## src/rtl/rd_fifo_fill_ctrl.sv

```systemverilog
// rd_fifo_fill_ctrl: write-clock-domain scheduler that splits a frame read into memory
// bursts, issues a burst only when rd_fifo has room for it, and forwards returned beats.
module rd_fifo_fill_ctrl #(
  parameter int unsigned ADDR_WIDTH       = 28,
  parameter int unsigned DATA_WIDTH       = 256,
  parameter int unsigned FIFO_DEPTH_WIDTH = 7,
  parameter int unsigned BURST_LEN        = 16,
  parameter int unsigned MARGIN           = 2
) (
  input  logic                      wr_clk,
  input  logic                      wr_rst,
  input  logic                      frame_start,
  input  logic [ADDR_WIDTH-1:0]     frame_base_addr,
  input  logic [23:0]               frame_beats,
  output logic                      busy,
  output logic                      frame_done,
  output logic                      rd_cmd_valid,
  input  logic                      rd_cmd_ready,
  output logic [ADDR_WIDTH-1:0]     rd_cmd_addr,
  output logic [7:0]                rd_cmd_len,
  input  logic                      rd_data_valid,
  input  logic [DATA_WIDTH-1:0]     rd_data,
  output logic                      fifo_wr_en,
  output logic [DATA_WIDTH-1:0]     fifo_wr_data,
  input  logic                      fifo_wr_full,
  input  logic [FIFO_DEPTH_WIDTH:0] fifo_water_level,
  output logic                      err
);

  localparam int unsigned FRAME_W    = 24;
  localparam int unsigned LEN_W      = 8;
  localparam int unsigned BL_W       = LEN_W + 1;
  localparam int unsigned CNT_W      = FIFO_DEPTH_WIDTH + 1;
  localparam int unsigned SUM_W      = FIFO_DEPTH_WIDTH + 3;
  localparam int unsigned CAPACITY   = 1 << FIFO_DEPTH_WIDTH;
  localparam int unsigned BEAT_BYTES = DATA_WIDTH / 8;

  typedef enum logic [1:0] {IDLE, CHECK, REQ, DRAIN} state_t;

  state_t                 state_q;
  logic                   busy_q;
  logic                   frame_done_q;
  logic                   rd_cmd_valid_q;
  logic [ADDR_WIDTH-1:0]  addr_q;
  logic [LEN_W-1:0]       rd_cmd_len_q;
  logic [FRAME_W-1:0]     remaining_q;
  logic [CNT_W-1:0]       outstanding_q;
  logic                   fifo_wr_en_q;
  logic [DATA_WIDTH-1:0]  fifo_wr_data_q;
  logic                   err_q;

  logic [BL_W-1:0]        burst_d;
  logic [BL_W-1:0]        cmd_beats;
  logic [SUM_W-1:0]       need_d;
  logic                   room;
  logic                   accept;
  logic                   beat_ok;
  logic                   start_clr;
  logic [FRAME_W-1:0]     remaining_d;
  logic [CNT_W-1:0]       outstanding_d;

  // Burst sizing, room check, beat acceptance and in-flight beat accounting.
  always_comb begin
    burst_d     = (remaining_q < FRAME_W'(BURST_LEN)) ? BL_W'(remaining_q) : BL_W'(BURST_LEN);
    cmd_beats   = BL_W'(rd_cmd_len_q) + BL_W'(1);
    need_d      = SUM_W'(fifo_water_level) + SUM_W'(outstanding_q) + SUM_W'(burst_d)
                + SUM_W'(MARGIN);
    room        = (need_d <= SUM_W'(CAPACITY));
    accept      = rd_cmd_valid_q & rd_cmd_ready;
    remaining_d = remaining_q - FRAME_W'(cmd_beats);
    // A beat already in the write register has not been subtracted yet.
    beat_ok     = rd_data_valid & (outstanding_q > CNT_W'(fifo_wr_en_q));
    start_clr   = frame_start & (state_q == IDLE);
    outstanding_d = outstanding_q;
    if (accept) begin
      outstanding_d = outstanding_d + CNT_W'(cmd_beats);
    end
    if (fifo_wr_en_q) begin
      outstanding_d = outstanding_d - CNT_W'(1);
    end
  end

  // Frame FSM: latch frame, size and gate each burst, hold the command until accepted, drain.
  always_ff @(posedge wr_clk or posedge wr_rst) begin
    if (wr_rst) begin
      state_q        <= IDLE;
      busy_q         <= 1'b0;
      frame_done_q   <= 1'b0;
      rd_cmd_valid_q <= 1'b0;
      addr_q         <= '0;
      rd_cmd_len_q   <= '0;
      remaining_q    <= '0;
    end else begin
      frame_done_q <= 1'b0;
      unique case (state_q)
        IDLE: begin
          if (frame_start) begin
            if (frame_beats != '0) begin
              addr_q      <= frame_base_addr;
              remaining_q <= frame_beats;
              busy_q      <= 1'b1;
              state_q     <= CHECK;
            end else begin
              frame_done_q <= 1'b1;
            end
          end
        end
        CHECK: begin
          rd_cmd_len_q <= LEN_W'(burst_d - BL_W'(1));
          if (room) begin
            rd_cmd_valid_q <= 1'b1;
            state_q        <= REQ;
          end
        end
        REQ: begin
          if (accept) begin
            rd_cmd_valid_q <= 1'b0;
            addr_q         <= addr_q + ADDR_WIDTH'(cmd_beats) * ADDR_WIDTH'(BEAT_BYTES);
            remaining_q    <= remaining_d;
            state_q        <= (remaining_d != '0) ? CHECK : DRAIN;
          end
        end
        DRAIN: begin
          if (outstanding_q == '0) begin
            frame_done_q <= 1'b1;
            busy_q       <= 1'b0;
            state_q      <= IDLE;
          end
        end
        default: state_q <= IDLE;
      endcase
    end
  end

  // Returned-beat path into rd_fifo with one cycle of latency, plus in-flight count.
  always_ff @(posedge wr_clk or posedge wr_rst) begin
    if (wr_rst) begin
      fifo_wr_en_q   <= 1'b0;
      fifo_wr_data_q <= '0;
      outstanding_q  <= '0;
    end else begin
      fifo_wr_en_q  <= beat_ok;
      outstanding_q <= outstanding_d;
      if (beat_ok) begin
        fifo_wr_data_q <= rd_data;
      end
    end
  end

  // Sticky error: unexpected beat or write into a full FIFO; cleared by an accepted start.
  always_ff @(posedge wr_clk or posedge wr_rst) begin
    if (wr_rst) begin
      err_q <= 1'b0;
    end else begin
      err_q <= (err_q & ~start_clr) | (rd_data_valid & ~beat_ok) | (fifo_wr_en_q & fifo_wr_full);
    end
  end

  assign busy         = busy_q;
  assign frame_done   = frame_done_q;
  assign rd_cmd_valid = rd_cmd_valid_q;
  assign rd_cmd_addr  = addr_q;
  assign rd_cmd_len   = rd_cmd_len_q;
  assign fifo_wr_en   = fifo_wr_en_q;
  assign fifo_wr_data = fifo_wr_data_q;
  assign err          = err_q;

endmodule

```

## config.mk

```make
export PLATFORM = sky130hd
export DESIGN_NAME = rd_fifo_fill_ctrl
export DESIGN_NICKNAME = d
export VERILOG_FILES = /design/src/rtl/rd_fifo_fill_ctrl.sv
export SDC_FILE = /design/constraint.sdc
export NUM_CORES = 1
export LEC_CHECK = 0
export ABC_AREA = 0
export BUFFER_PORTS_ARGS = -buffer_cell sky130_fd_sc_hd__clkbuf_2
export CAP_MARGIN = 25
export CORE_AREA = 2 2 239 241
export CTS_CLUSTER_DIAMETER = 120
export CTS_CLUSTER_SIZE = 12
export DETAILED_ROUTE_END_ITERATION = 10
export DIE_AREA = 0 0 241 243
export PLACE_DENSITY = 0.62
export REMOVE_ABC_BUFFERS = 1
export SLEW_MARGIN = 20
export SYNTH_ARGS = -nofsm -noshare
export SYNTH_HDL_FRONTEND = slang
export SYNTH_SLANG_ARGS = --single-unit
```

## constraint.sdc

```tcl
create_clock -name wr_clk -period 19.3 [get_ports wr_clk]
set_input_delay 3.86 -clock wr_clk [delete_from_list [all_inputs] [get_ports wr_clk]]
set_output_delay 3.86 -clock wr_clk [all_outputs]
set_load 0.05 [all_outputs]
```

==> results of run 1 <==
==> through the flow <==
stage	area [sq um]	total power [mW]	hold WS, ns
detailed placement	19380	2.535	0.4945
global placement	19360	2.494	0.4895
finish	20260	3.079	0.5067
CTS	20170	3.096	0.5091
floorplan	15210	2.134	0.4781
global route	20260	3.269	0.5209
==> worst register-to-register path, cell delays in order (launching register included) <==
cell and delay [ns]:
dfrtp_1 0.44, or3_1 0.42, or4_4 0.49, nor3_2 0.49, and2_1 0.27, fa_1 0.43, ha_1 0.35, nor2b_1 0.16
o21a_1 0.17, or4_1 0.47, a2111oi_0 0.38, o211ai_1 0.15, a32o_1 0.33, nand2b_4 0.17, a211o_1 0.29
==> per-layer routing <==
layer / track usage (%) / vias to the layer above / part of all wire (%)
met1: 21.82 / 6284 / 37
li1: - / 5726 / -
met2: 32.67 / 506 / 51
met3: 6.380 / 119 / 8.9
met4: 8.551 / 4 / 3.7
met5: 0 / - / 0.042
==> layout make-up <==
type | instances | area [sq um] | share of cell area, %
sequential | 331 | 8283 | 40.87
multi-input combinational | 835 | 6793 | 33.52
timing repair buffer | 630 | 3256 | 16.07
tap | 756 | 945.9 | 4.668
clock buffer | 31 | 775.7 | 3.828
inverter | 41 | 161.4 | 0.7965
antenna | 17 | 42.54 | 0.2099
clock inverter | 1 | 7.507 | 0.03705
==> kinds of logic after synthesis <==
logic type | count (synthesis) | share of synthesized area, %
DFF | 331 | 53.79
xor gates and xnor gates | 39 | 2.307
buffers and inverters | 95 | 2.316
and+or+nand+nor | 249 | 7.938
AOI/OAI and AO/OA | 207 | 8.296
other | 1 | 0.02435
adders and majority gates | 54 | 4.924
muxes | 282 | 20.41
==> report_power, final <==
part           switching [mW]  internal [mW]  leakage [nW]  total (mW)
clock                   0.265          0.281         0.382       0.546
sequential              0.139          0.844          3.88       0.983
combinational            1.03          0.516          5.37        1.55
total                    1.44           1.64          9.63        3.08
==> worst max path at each step <==
stage                      endpoint  depth (start not counted)
finish                   state_q[1]                         11
global route             state_q[1]                         11
CTS                      state_q[1]                         11
detailed placement       state_q[1]                         11
global placement         state_q[1]                         11
floorplan           fifo_wr_data[0]                          2
==> cell usage in the layout (no fill, tap or decap), types with 17 or more instances in the layout <==
master,synthesis,layout
diode_2,0,17
mux2_2,256,256
nand2_1,84,84
ha_1,43,42
xnor2_1,29,29
dfrtp_1,331,331
o21ai_0,60,60
clkbuf_2,0,618
mux2i_1,26,26
clkbuf_16,0,31
nor2_1,49,49
a21oi_1,62,61
o22ai_1,20,20
inv_1,41,40
nand3_1,20,20
==> flip-flops by register name (all words and copies together), names as in the netlist <==
signal / cells
fifo_wr_data: 256
rd_cmd_addr: 28
remaining_q: 24
outstanding_q: 8
rd_cmd_len: 8
state_q: 2
busy: 1
err: 1
fifo_wr_en: 1
frame_done: 1
rd_cmd_valid: 1
==> results.md, run 1 <==
* CP max FO at 4
* Die area at 0.05856 sq mm
* WL/cell at 21.88 microns
* Slew Viols, Final at 0
* Top cells by count, synth: dfrtp_1, mux2_2, nand2_1
* Syn Std Cell Area at 0.01540 sq mm
* Synth top area share at 53.79%
* Post-CTS sizing at 0
* Syn Inst Count at 1258
* Period utilization at 33.43%
* Hold buffers post-CTS at 0
* Die width at 241 microns
* Critical-path cell list: clkbuf_2, fa_1, ha_1, nor2b_1, o21a_1, or4_1, a2111oi_0, o211ai_1, a32o_1, nand2b_4, a211o_1
* H-tree depth at 1
* Clock Tree Root: clkbuf_16
* Unrepaired setup endpoints after global routing: false
* Worst Hold Path EP: fifo_wr_data[15]
* Post-synthesis register bit count at 331
* CP delay by family, top: compound AO/OA/AOI/OAI gates
* Share of cells above drive strength 1 at 50.29%
* CTS tree: done
* Syn_area_per_cell at 12.24 sq um
* Remaining antenna violation count after routing at 0
* Synth area leader: dfrtp_1
* Pleak at 9.628 nW
* Critical Path Source Type: input port
* Final-layout fill cell count at 5678
* FF-to-FF Start: remaining_q[18]
* Area Growth Syn to Fin at 31.59%
* Worst skew pair latency at 0.58 ns
* Final setup fails at 0
* Number of global-route vias before repair at 13010
* Setup_tns at 0 ns
* Worst min-delay path category: reg -> reg
* Pin count of the biggest net entering global routing at 178
* PnR worst setup slack at 12.85 ns
* Final hold violation count at 0
* Worst endpoint required time at 19.75 ns
* Sequential area share after synthesis at 53.79%
* CP arrival at 6.90 ns
* Layout Nets at 2246
* CTS Buf Count at 31
* Slowest CP cell: fa_1
* Hold depth at 1
* Slew @ Worst Pin at 1.044 ns
* Placed insts at 2591
* Warnings, synthesis at 0
* Die height at 243 microns
* Fmax at 0.1550 GHz
* Pwr/cell area at 151.9 mW/mm^2
* Clock Skew at 0.01628 ns
* CP peak stage delay at 0.47 ns
* R2R depth at 14
* Hpwl dp at 45590 microns
* DRT iter0 DRCs at 734
* Peak supply drop at 0.07397 mV
* Reg2Reg Setup Slack at 14.18 ns
* Max_cap viols at 0
* Prevailing post-synth register cell: dfrtp_1
* Crit. End Element: flip-flop
* Initial core utilization at 27.52%
* Pre-CTS setup slack at 12.26 ns
* Number of flops mapped to enable cells by yosys at 0
* CTS clk-pin slew, worst paths at 0.06 ns
* # IOs at 619
* Clock Tree Buf Depth at 3
* Library cells used by synthesis at 65
* Total track usage at 19.23%
* Worst reg2reg path endpoint: state_q[1]
* Asr flop ratio synth at 100.0%
* DR vias at 12640
* # rows at 87
* Core Footprint at 0.05595 sq mm
* Top-count cell post-synth: dfrtp_1
* GRT overflow at 0
* Port bufs at 618
* First-pass GRT wire length at 83500 microns
* Finished Core Util at 36.22%
* Residual DRC at 0
* Min cycle time layout at 6.451 ns
* Buffer and inverter count on the worst path at 1
* Placer congestion estimate at 0.9205
* Clock Sinks at 331
* Drt total wl at 57800 microns
* Post-CTS setup buffers at 0
* CP Class: in -> reg
* Beginning of the critical path: fifo_water_level[2]
* Status: completed
* Mean number of vias per cell at 4.784
* 1st-pass router iterations at 5
* Ranking of synthesized cells by area: dfrtp_1, mux2_2, ha_1
* Relative slew slack at 30.41%
* Antenna violations before repair at 30
* Post-Layout Cell Count at 2642
* Hold path start: fifo_wr_data[15]
Note: power is estimated with default switching activity, not from simulation.
==> run 2: changes to the inputs <==
--- a/config.mk
+++ b/config.mk
@@ -8,12 +8,12 @@
 export ABC_AREA = 0
 export BUFFER_PORTS_ARGS = -buffer_cell sky130_fd_sc_hd__clkbuf_2
 export CAP_MARGIN = 25
-export CORE_AREA = 2 2 239 241
+export CORE_AREA = 2 2 240 242
 export CTS_CLUSTER_DIAMETER = 120
 export CTS_CLUSTER_SIZE = 12
 export DETAILED_ROUTE_END_ITERATION = 10
-export DIE_AREA = 0 0 241 243
-export PLACE_DENSITY = 0.62
+export DIE_AREA = 0 0 242 244
+export PLACE_DENSITY = 0.64
 export REMOVE_ABC_BUFFERS = 1
 export SLEW_MARGIN = 20
 export SYNTH_ARGS = -nofsm -noshare
==> constraint.sdc (replaced) <==
create_clock -name wr_clk -period 5.8 [get_ports wr_clk]
set_input_delay 1.16 -clock wr_clk [delete_from_list [all_inputs] [get_ports wr_clk]]
set_output_delay 1.16 -clock wr_clk [all_outputs]
set_load 0.05 [all_outputs]
==> results.md, run 2 (synthesis results as in run 1) <==
* FF-to-FF Start: remaining_q[16]
* Max reg flops at 256 (unchanged)
* Hpwl dp at 45270 microns (-0.70%)
* Slew Viols, Final at 0 (unchanged)
* FF+latch area at 0.008283 sq mm (unchanged)
* Unrepaired setup endpoints after global routing: false
* Pleak at 9.647 nW (+0.21%)
* Min cycle time layout at 4.900 ns
* Remaining antenna violation count after routing at 0 (unchanged)
* Core Footprint at 0.05617 sq mm (+0.39%)
* Initial core utilization at 27.42% (-0.11 points)
* Critical-path cell list: or3_1, or4_4, nor3_2, buf_4, and2_1, fa_1, ha_1, nor2b_1, o21a_1, or4_1, a2111oi_0, o211ai_1, a32o_1, nand2b_4, a211o_1
* Max_cap viols at 0 (unchanged)
* WL/cell at 21.49 microns (-1.8%)
* Worst reg2reg path endpoint: state_q[1]
* # rows at 87 (unchanged)
* Worst setup path endpoint: state_q[1]
* Worst endpoint required time at 6.28 ns (-13.47 ns)
* Critical Path Source Type: flip-flop
* Residual DRC at 0 (unchanged)
* Status: completed
* Share of cells above drive strength 1 at 50.45% (+0.16 points)
* Number of global-route vias before repair at 13220 (+1.6%)
* CP peak stage delay at 0.47 ns (about the same)
* Mean number of vias per cell at 4.772 (-0.26%)
* Reg2Reg Setup Slack at 0.90 ns (-13.28 ns)
* Commonest non-fill, non-tap cells in the layout: clkbuf_2, dfrtp_1, mux2_2, nand2_1, a21oi_1
* Overall power at 10.27 mW (+230%)
* Placed insts at 2598 (+0.27%)
* DRT iter0 DRCs at 667 (-9.1%)
* Port bufs at 618 (unchanged)
* Clock Tree Buf Depth at 3 (unchanged)
* GRT overflow at 0 (unchanged)
* Die width at 242 microns (+0.41%)
* Area Growth Syn to Fin at 31.61% (about the same)
* 1st-pass router iterations at 5 (unchanged)
* Post-Layout Cell Count at 2640 (-0.076%)
* Slew @ Worst Pin at 0.8561 ns (-0.1878 ns)
* Period utilization at 84.48%
* DR vias at 12600 (-0.33%)
* Layout Nets at 2251 (+0.22%)
* Most common cell after layout, fill and taps aside: clkbuf_2
* Antenna violations before repair at 21 (-30%)
* Final setup fails at 0 (unchanged)
* Peak supply drop at 0.3441 mV (+370%)
* Final hold violation count at 0 (unchanged)
* Post-CTS sizing at 0 (unchanged)
* CTS clk-pin slew, worst paths at 0.07 ns (about the same)
* Relative slew slack at 42.81% (+12 points)
* Drt total wl at 56730 microns (-1.8%)
* R2R depth at 15 (+1)
* Clock Tree Root: clkbuf_16
* Worst skew pair latency at 0.60 ns (+0.02 ns)
* # IOs at 619 (unchanged)
* Fmax at 0.2041 GHz
* Clock Skew at 0.03308 ns (+0.01680 ns)
* CTS Buf Count at 31 (unchanged)
* H-tree depth at 1 (unchanged)
* Multi-input gate area at 0.006793 sq mm (unchanged)
* Clock Sinks at 331 (unchanged)
* CP arrival at 5.38 ns (-1.52 ns)
* Slowest CP cell: or4_4
* First-pass GRT wire length at 83320 microns (-0.21%)
* Die area at 0.05905 sq mm (+0.83%)
* Crit. End Element: flip-flop
* Total track usage at 18.50% (-0.73 points)
* Final-layout fill cell count at 5691 (+0.23%)
* Beginning of the critical path: remaining_q[16]
* Worst min-delay path category: reg -> reg
* Placer congestion estimate at 0.9144 (-0.66%)
* Post-CTS setup buffers at 0 (unchanged)
* Die height at 244 microns (+0.41%)
* Pin count of the biggest net entering global routing at 114 (-36%)
* CTS tree: done
* CP Class: reg -> reg
* CP max FO at 10 (+6)
* Hold buffers post-CTS at 0 (unchanged)
* Pwr/cell area at 506.9 mW/mm^2 (+230%)
## run 2: changes by cell type in the layout (fill, tap and decap cells not counted), sizes merged
cell / delta
inv: +1
buf: +5
diode: -8
## run 2: how the worst min path moves through the flow
| stage | slack, ns | depth (start not counted) | end | from |
|---|---|---|---|---|
| 3_5_place_dp | 0.49 | 2 | err | err |
| 4_1_cts | 0.50 | 2 | err | err |
| 6_report | 0.50 | 2 | err | err |
| 3_3_place_gp | 0.48 | 2 | err | err |
| 2_1_floorplan | 0.48 | 2 | remaining_q[8] | remaining_q[8] |
| 5_1_grt | 0.52 | 1 | fifo_wr_data[153] | fifo_wr_data[153] |
## run 2: routing by layer
| layer | GRT usage (%) | wire, microns |
|---|---|---|
| met2 | 33.26 | 29290 |
| met5 | 0 | 44 |
| met4 | 6.772 | 1662 |
| met3 | 6.245 | 5020 |
| met1 | 20.20 | 20720 |
## run 2: area by class of cell
class	count	share of cell area, %
sequential	331	40.87
multi-input combinational	835	33.51
timing repair buffer	635	16.14
tap	756	4.667
clock buffer	31	3.827
inverter	41	0.7963
antenna	9	0.1111
clock inverter	2	0.08025
## run 2: per-stage QoR
stage	TNS [ns]	util, %	area, sq um	hold WS (ns)	setup WS, ns
final	0	36.08	20270	0.4995	0.9001
after global routing	0	36.08	20270	0.5183	0.6273
after CTS	0	36.04	20250	0.5033	0.9291
after detailed placement	0	34.63	19450	0.4858	0.9399
after global placement	0	34.63	19450	0.4803	0.9465
after floorplan	-3566.81	-	15210	0.4781	-8.048
## run 2: worst max-delay path: cells and delay by family (launching register included)
kind,cells,cell delay (ns)
compound gates,5,1.37
fa+ha+maj,2,0.78
buf+inv,1,0.19
flops,1,0.44
simple gates,7,2.01
## run 2: where the power goes
group          switching (mW)  total (mW)  leakage [nW]  internal, mW
clock network           0.894        1.83         0.387         0.936
registers               0.449        3.26          3.88          2.81
logic                    3.44        5.19          5.38          1.74
